### src/rtl/ooo_pkg.sv
// Shared types for the out-of-order core slice: ROB sizing, register and PC
// widths, and the packed reorder-buffer entry.
package ooo_pkg;

  localparam int ROB_DEPTH = 16;
  localparam int ROB_TAG_W = 4;
  localparam int PREG_W    = 7;
  localparam int PC_W      = 9;
  localparam int AREG_W    = 5;

  typedef logic [ROB_TAG_W-1:0] rob_tag_t;
  typedef logic [PREG_W-1:0]    preg_t;
  typedef logic [AREG_W-1:0]    areg_t;
  typedef logic [PC_W-1:0]      pc_t;

  // One in-flight instruction, from dispatch to retirement.
  typedef struct packed {
    logic  valid;
    logic  done;
    logic  mispredict;
    logic  is_branch;
    logic  reg_write;
    areg_t rd;
    preg_t prd;
    preg_t old_prd;
    pc_t   pc;
  } rob_entry_t;

endpackage : ooo_pkg

### src/rtl/reorder_buffer.sv
// In-order retirement queue sitting behind rename. It allocates one entry per
// cycle at the tail, marks entries done from writeback, and retires one entry
// per cycle from the head. Retiring a mispredicted branch flushes every younger
// entry and pulses branch_mispredict.
// The entry storage uses ooo_pkg::rob_entry_t, so the width parameters must
// match the package constants.
// Optional build macro: ROB_STATS_EN adds saturating retire and full-stall
// counters (stat_retired, stat_full_stalls).
module reorder_buffer #(
  parameter int DEPTH  = ooo_pkg::ROB_DEPTH,
  parameter int TAG_W  = ooo_pkg::ROB_TAG_W,
  parameter int PREG_W = ooo_pkg::PREG_W,
  parameter int PC_W   = ooo_pkg::PC_W
) (
  input  logic              clk,
  input  logic              reset,
  input  logic              alloc_valid,
  output logic              alloc_ready,
  input  logic [4:0]        alloc_rd,
  input  logic [PREG_W-1:0] alloc_prd,
  input  logic [PREG_W-1:0] alloc_old_prd,
  input  logic              alloc_reg_write,
  input  logic              alloc_is_branch,
  input  logic [PC_W-1:0]   alloc_pc,
  output logic [TAG_W-1:0]  rob_tail_tag,
  input  logic              wb_valid,
  input  logic [TAG_W-1:0]  wb_tag,
  input  logic              wb_mispredict,
  output logic              retire_valid,
  output logic [PC_W-1:0]   retire_pc,
  output logic              commit_en,
  output logic [PREG_W-1:0] commit_old_preg,
  output logic [4:0]        commit_rd,
  output logic [PREG_W-1:0] commit_prd,
  output logic              branch_mispredict,
  output logic              empty,
  output logic              full
`ifdef ROB_STATS_EN
  ,
  output logic [31:0]       stat_retired,
  output logic [31:0]       stat_full_stalls
`endif
);

  import ooo_pkg::*;

  localparam logic [TAG_W:0]   FULL_COUNT = (TAG_W+1)'(DEPTH);
  localparam logic [TAG_W:0]   COUNT_ONE  = (TAG_W+1)'(1);
  localparam logic [TAG_W-1:0] TAG_ONE    = TAG_W'(1);

  rob_entry_t       entries [DEPTH];
  rob_entry_t       head_entry;
  logic [TAG_W-1:0] head;
  logic [TAG_W-1:0] tail;
  logic [TAG_W:0]   count;

  logic retire_now;
  logic flush_now;
  logic alloc_fire;
  logic wb_fire;

  assign head_entry   = entries[head];
  assign rob_tail_tag = tail;
  assign full         = (count == FULL_COUNT);
  assign empty        = (count == '0);
  assign alloc_ready  = !full && !flush_now;

  // Decode this cycle's retire, flush, allocate and writeback events.
  // NOTE: every signal written in always_comb gets a default first, so no path leaves it unassigned and no latch is inferred.
  always_comb begin
    retire_now = 1'b0;
    flush_now  = 1'b0;
    alloc_fire = 1'b0;
    wb_fire    = 1'b0;
    if (head_entry.valid && head_entry.done) begin
      retire_now = 1'b1;
      flush_now  = head_entry.mispredict;
    end
    alloc_fire = alloc_valid && !full && !flush_now;
    // A flush discards any completion arriving in the same cycle.
    wb_fire    = wb_valid && entries[wb_tag].valid && !flush_now;
  end

  // Head/tail pointers and occupancy; a flush restarts both pointers just past the retiring branch.
  // NOTE: sequential state uses non-blocking assignments so every flop samples pre-edge values.
  always_ff @(posedge clk or negedge reset) begin
    if (!reset) begin
      head  <= '0;
      tail  <= '0;
      count <= '0;
    end else if (flush_now) begin
      head  <= head + TAG_ONE;
      tail  <= head + TAG_ONE;
      count <= '0;
    end else begin
      if (retire_now) head <= head + TAG_ONE;
      if (alloc_fire) tail <= tail + TAG_ONE;
      case ({alloc_fire, retire_now})
        2'b10:   count <= count + COUNT_ONE;
        2'b01:   count <= count - COUNT_ONE;
        default: count <= count;
      endcase
    end
  end

  // Entry array with per-entry write enables for allocate, writeback, retire and flush.
  // NOTE: the whole entry array is reset because the valid/done/mispredict bits must clear; the array is small enough that a reset on every field costs little.
  always_ff @(posedge clk or negedge reset) begin
    if (!reset) begin
      for (int i = 0; i < DEPTH; i++) entries[i] <= '0;
    end else begin
      for (int i = 0; i < DEPTH; i++) begin
        if (flush_now) begin
          entries[i].valid <= 1'b0;
        end else begin
          if (wb_fire && wb_tag == TAG_W'(i)) begin
            entries[i].done <= 1'b1;
            if (wb_mispredict && entries[i].is_branch) entries[i].mispredict <= 1'b1;
          end
          if (retire_now && head == TAG_W'(i)) entries[i].valid <= 1'b0;
          // The tail slot is never the retiring head: that would need count==DEPTH, which blocks allocation.
          if (alloc_fire && tail == TAG_W'(i)) begin
            entries[i] <= '{valid:      1'b1,
                            done:       1'b0,
                            mispredict: 1'b0,
                            is_branch:  alloc_is_branch,
                            reg_write:  alloc_reg_write,
                            rd:         alloc_rd,
                            prd:        alloc_prd,
                            old_prd:    alloc_old_prd,
                            pc:         alloc_pc};
          end
        end
      end
    end
  end

  // Registered retire/commit pulses; payloads are zero in cycles without a retire.
  always_ff @(posedge clk or negedge reset) begin
    if (!reset) begin
      retire_valid      <= 1'b0;
      retire_pc         <= '0;
      commit_en         <= 1'b0;
      commit_old_preg   <= '0;
      commit_rd         <= '0;
      commit_prd        <= '0;
      branch_mispredict <= 1'b0;
    end else begin
      retire_valid      <= retire_now;
      retire_pc         <= retire_now ? head_entry.pc      : '0;
      commit_old_preg   <= retire_now ? head_entry.old_prd : '0;
      commit_rd         <= retire_now ? head_entry.rd      : '0;
      commit_prd        <= retire_now ? head_entry.prd     : '0;
      // x0 is never renamed, so a write to rd 0 frees nothing.
      commit_en         <= retire_now && head_entry.reg_write && (head_entry.rd != '0);
      branch_mispredict <= flush_now;
    end
  end

`ifdef ROB_STATS_EN
  // Saturating retire and full-stall counters.
  always_ff @(posedge clk or negedge reset) begin
    if (!reset) begin
      stat_retired     <= '0;
      stat_full_stalls <= '0;
    end else begin
      if (retire_now && stat_retired != '1) stat_retired <= stat_retired + 32'd1;
      if (alloc_valid && full && stat_full_stalls != '1) stat_full_stalls <= stat_full_stalls + 32'd1;
    end
  end
`endif

endmodule : reorder_buffer

### config.mk
export PLATFORM = sky130hd
export DESIGN_NAME = reorder_buffer
export DESIGN_NICKNAME = d
export VERILOG_FILES = /design/src/rtl/ooo_pkg.sv /design/src/rtl/reorder_buffer.sv
export SDC_FILE = /design/constraint.sdc
export NUM_CORES = 1
export LEC_CHECK = 0
export ABC_AREA = 1
export BUFFER_PORTS_ARGS = -buffer_cell sky130_fd_sc_hd__buf_4
export CORE_MARGIN = 8
export CORE_UTILIZATION = 47
export DETAILED_ROUTE_END_ITERATION = 16
export PLACE_DENSITY = 0.68
export RECOVER_POWER = 25
export SLEW_MARGIN = 10
export SYNTH_ARGS = -nofsm -noshare
export SYNTH_HDL_FRONTEND = slang
export SYNTH_SLANG_ARGS = --single-unit
### constraint.sdc
create_clock -name clk -period 7.8 [get_ports clk]
set_input_delay 0.78 -clock clk [delete_from_list [all_inputs] [get_ports clk]]
set_output_delay 0.78 -clock clk [all_outputs]
set_load 0.02 [all_outputs]
; Word level (Yosys, flattened, before mapping)
; Index checks and enable logic that the tools add are counted.
[word_totals]
input_bits = 39
ram_bits = 0
word_cells = 487
register_bits = 572
mem_count = 0
rom_bits = 0
latch_bits = 0
[classes]
n_addsub = 4
mux = 98
magnitude_cmp = 2
div = 0
bitwise_logic = 3
eq_ne = 48
n_reduce_logical = 178
n_mul = 0
n_shift = 0
[ops]
columns = operator, n
row1 = $mux W33, 20
row2 = $bmux W33 S4, 2
row3 = $eq A4 B4 Y1 const B, 24
row4 = $logic_and A1 B1 Y1, 72
row5 = $reduce_bool A2 Y1, 34
row6 = $reduce_and A2 Y1, 32
row7 = $reduce_bool A3 Y1, 17
row8 = $mux W1, 50
row9 = $eq A4 B3 Y1 const B, 12
row10 = $reduce_and A3 Y1, 16
row11 = $mux W2, 16
row12 = $eq A4 B2 Y1 const B, 6
row13 = $mux W4, 4
row14 = $mux W7, 2
row15 = $eq A4 B1 Y1 const B, 3
row16 = $logic_not A4 Y1, 3
row17 = $ge A5 B5 Y1 const B, 2
row18 = $mux W5, 2
row19 = $not A4 Y5, 2
row20 = $pmux W5 S2, 1
row21 = $mux W9, 1
row22 = $add A4 B1 Y4 const B, 2
row23 = $add A5 B1 Y5 const B, 1
row24 = $eq A5 B5 Y1 const B, 1
row25 = 7 further kinds, 8

; Logic depth before layout (Yosys ltp)
[depth]
ltp_word = 12
depth_mapped = 23
depth_no_buf = 21

; Worst setup path before layout
; OpenSTA, ideal clock, no wires.
[synth_timing]
kind = register to output
startpoint = reg head[0]
endpoint = out alloc_ready
required_ps = 7020
arrival_ps = 1890
setup_slack_ps = 5130
path_stages_with_launch = 17
path_cell_list = dfrtp_1 -> buf_6 -> inv_4 -> buf_6 -> nand2_1 -> nand3_1 -> nand2_1 -> nand2_1 -> nand2_1 -> inv_1 -> nand2_1 -> nand3_4 -> buf_12 -> buf_2 -> buf_2 -> nand2_1 -> inv_1
[synth_via]
elab_chain_len = 8
[synth_rtl]
columns = item, line
row1 = from (decl), reorder_buffer.sv:53  ; logic [TAG_W-1:0] head;
row2 = from (signal assigned), reorder_buffer.sv:92  ; head <= head + TAG_ONE;
row3 = from (signal assigned), reorder_buffer.sv:96  ; if (retire_now) head <= head + TAG_ONE;
row4 = $not A4 Y5 (not written as such) *, reorder_buffer.sv:62  ; assign head_entry = entries[head];
row5 = $bmux W33 S4 *, reorder_buffer.sv:62
row6 = $mux W33 (not written as such) * (2 in a row), reorder_buffer.sv:62
row7 = $logic_and A1 B1 Y1, reorder_buffer.sv:75  ; if (head_entry.valid && head_entry.done) begin
row8 = $mux W1 *, reorder_buffer.sv:75
row9 = $logic_not A1 Y1 *, reorder_buffer.sv:66  ; assign alloc_ready = !full && !flush_now;
row10 = $logic_and A1 B1 Y1 *, reorder_buffer.sv:66
row11 = to (decl), reorder_buffer.sv:18  ; output logic alloc_ready,
; Every way passes the cells marked *; elsewhere a longest branch is shown, timed or not. The select of a mux whose other input is x is not followed.

; Worst setup path after layout
[layout_timing]
startpoint = reg head[0]
endpoint = reg entries[245] in the netlist's numbering
[layout_via]
elab_chain_len = 10
[layout_rtl]
columns = item, line
row1 = $not A4 Y5 (not written as such) *, reorder_buffer.sv:62
row2 = $bmux W33 S4 *, reorder_buffer.sv:62
row3 = $mux W33 (not written as such) * (2 in a row), reorder_buffer.sv:62
row4 = $logic_and A1 B1 Y1, reorder_buffer.sv:75
row5 = $mux W1 *, reorder_buffer.sv:75
row6 = $logic_not A1 Y1, reorder_buffer.sv:79  ; alloc_fire = alloc_valid && !full && !flush_now;
row7 = $logic_and A1 B1 Y1, reorder_buffer.sv:79
row8 = $logic_and A1 B1 Y1, reorder_buffer.sv:122  ; if (alloc_fire && tail == TAG_W'(i)) begin
row9 = $reduce_and A2 Y1 (no source line) *, n/a
row10 = "to (signal, indexed assignment)", reorder_buffer.sv:123  ; entries[i] <= '{valid: 1'b1,
row11 = to (decl), reorder_buffer.sv:51  ; rob_entry_t entries [DEPTH];
; Marks and branches as above.
; A chain may end at the register's enable or synchronous reset.

==> impl_metrics.toml <==
[cts]
clk_pin_slew_ps = 60
cts_buffers = 59
cts_tree = "yes"
cts_hold_buf = 0
insertion_delay_ps = 630
clkSinkCount = 572
cts_resized = 0
cts_setup_buffers = 0
cts.path.max_buffers = 3
cts_htree_levels = 2
root_buffer = "clkbuf_16"

[logic_synthesis]
seq_area_frac_synth = 0.549
syn_avg_cell_area_sq_um = 8.52
ys_ff_latch = 572
synth_ff_type = "dfrtp_1"
synth_cell_types = 40
synthCells = 3058
synth_area_sq_um = 26100
ys_warn_count = 0
async_flop_share = 1.00
synth_edf_count = 0
syn-num-nets = 3109
synth_top_cell_by_area = "dfrtp_1"
yosysTopAreaCellShare = 0.549
synth.area.top_cells = "dfrtp_1 55%, nand2_1 15%, o21ai_0 8.1%"

[floorplanning]
row_count = 86
start_util = 0.474
die_area_sq_um = 63200
die_w_um = 251
ios = 77
die_h_um = 251
fp.coreArea_sq_um = 55000

[timing]
slew_headroom = -2.05
final_hold_viol_count = 0
final-max-slew-violation-count = 79
rsz0062_at_grt = "no"
min_period_ps = 4690
max_freq_ghz = 0.213
tightest_slew_ps = 4580
setup_tns_ps = 0
finalSetupViolations = 0
fin_crit_sh = 0.602
fin_worst_skew_ps = 27.1

[worst_setup_path]
cp-start-kind = "register"
crit_required_ps = 8280
criticalPathCategory = "register to register"
cp_max_fo = 158
arrival_ps = 5170
cp-end-kind = "register"

[job]
cap_violations = 1

[finish]
ff_latch_area_sq_um = 14300
layout_common_cells = "1012 x nand2_1, 570 x dfrtp_1, 422 x o21ai_0"
drive_above_1_share = 0.0786
n_antenna_cell = 0
multi_input_area_sq_um = 10000
fillers = 4997
syn2layout_area_growth_pct = 9.60
final_common_cell = "nand2_1"
final_nets = 3024

[detailed_routing]
wl_met1_um = 32000
wl_um = 73100
via_per_inst = 5.71
vias = 21500
highest_layer = "met4"
ant_nets = 0
drc_errors = 0
wl_met3_um = 5530
drtIter0Drc = 2460
wl_met2_um = 33500
wl_per_cell_um = 19.4
first_pass_iters = 6

[global_routing]
track_usage = 0.230
antenna_found_initial = 0
overflow = 0
first_global_vias = 20600
grt_pass1_wl_um = 117000
grt_max_degree = 211

[placed_design]
dp_hpwl_um = 39400
io_buffers = 76
gp_congestion = 0.837

[pwr]
power_uw = 12400
leakage_uw = 0.0136
cellPowerDensity_nw_per_um2 = 433
vdd_drop_max_mv = 0.308

[status]
status = "finished, violations left"
violations = "capacitance limit, slew limit"

[min_path]
min_path_type = "register to register"
==> synth_stat cells, types with 3 or more instances <==
library cell,count
buf_4,37
o21ai_2,11
nor2_1,93
xor2_1,5
a32o_1,19
nand2_8,3
buf_6,22
inv_1,109
o21ai_1,111
nand3b_1,3
inv_2,5
a32oi_1,32
o22ai_1,45
a211oi_1,8
a21boi_0,15
nand3_1,90
ha_1,11
clkbuf_1,121
dfrtp_1,572
nand2_1,1012
buf_1,11
o21ai_0,422
nor3_1,14
buf_2,57
o221ai_1,4
nand3_2,6
a21oi_1,157
a22oi_1,48
==> path summary, 6_finish.rpt <==
kind / startpoint / to / slack, ps / depth (start not counted)
max: head[0] / entries[245] / 3110 / 13
min: entries[129] / entries[129] / 470 / 2
max reg2reg: head[0] / entries[245] / 3110 / 13
min reg2reg: entries[129] / entries[129] / 470 / 2
max in group asynchronous: reset / head[1] / 3390 / 2
min in group asynchronous: reset / entries[524] / 1810 / 1
==> cells by family (layout without fill, tap and decap cells) <==
family / after synthesis / in the layout / synth area share
AND/OR/NAND/NOR: 1228 / 1228 / 0.187
buffers and inverters: 366 / 324 / 0.0681
AO/OA/AOI/OAI: 873 / 873 / 0.187
XOR/XNOR: 7 / 7 / 0.00235
adder cells (fa/ha/maj): 12 / 12 / 0.00605
flip-flops: 572 / 572 / 0.549
==> worst max-delay path: stages, from the launching register on <==
cell     delay, ps
dfrtp_4        740
inv_8          690
nand2_1        120
nand3_1        120
nand2_1         70
nand2_1         50
nand2_1         70
inv_1           50
nand2_1        110
nand3_4        560
nand3_2       1020
buf_4          590
nand2_1         90
o21ai_0         90
==> through the flow <==
stage,setup slack [ps],cells,util,hold slack (ps),cell area [sq um]
3_5_place_dp,3210,3660,0.483,460,26600
2_1_floorplan,5130,3058,-,442,26100
3_3_place_gp,3340,3660,0.483,457,26600
4_1_cts,3210,3764,0.520,164,28600
6_report,3110,3764,0.519,474,28600
5_1_grt,2370,3764,0.519,495,28600
==> cell type report <==
class / count / area share
clock buffer: 86 / 0.0605
sequential: 572 / 0.501
tap: 748 / 0.0328
inverter: 117 / 0.0160
timing repair buffer: 103 / 0.0287
multi-input combinational: 2120 / 0.350
clock inverter: 18 / 0.0103
==> metal layers <==
layer / vias to the layer above / track usage
li1: 9967 / -
met1: 10500 / 0.325
met2: 861 / 0.364
met3: 135 / 0.0344
met4: 0 / 0.0708
met5: - / 0
==> state kept, by name (all words and copies together) (netlist names) <==
signal and cells:
entries 528, retire_pc 9, commit_old_preg 7, commit_prd 7, commit_rd 5, count 5, head 4, rob_tail_tag 4
branch_mispredict 1, commit_en 1, retire_valid 1
==> power by group <==
group          total, uW  internal [uW]  switching, uW
registers           4980           4220            763
logic               4430           1530           2910
clock network       2950           1760           1190
(Power assumes the default switching activity.)
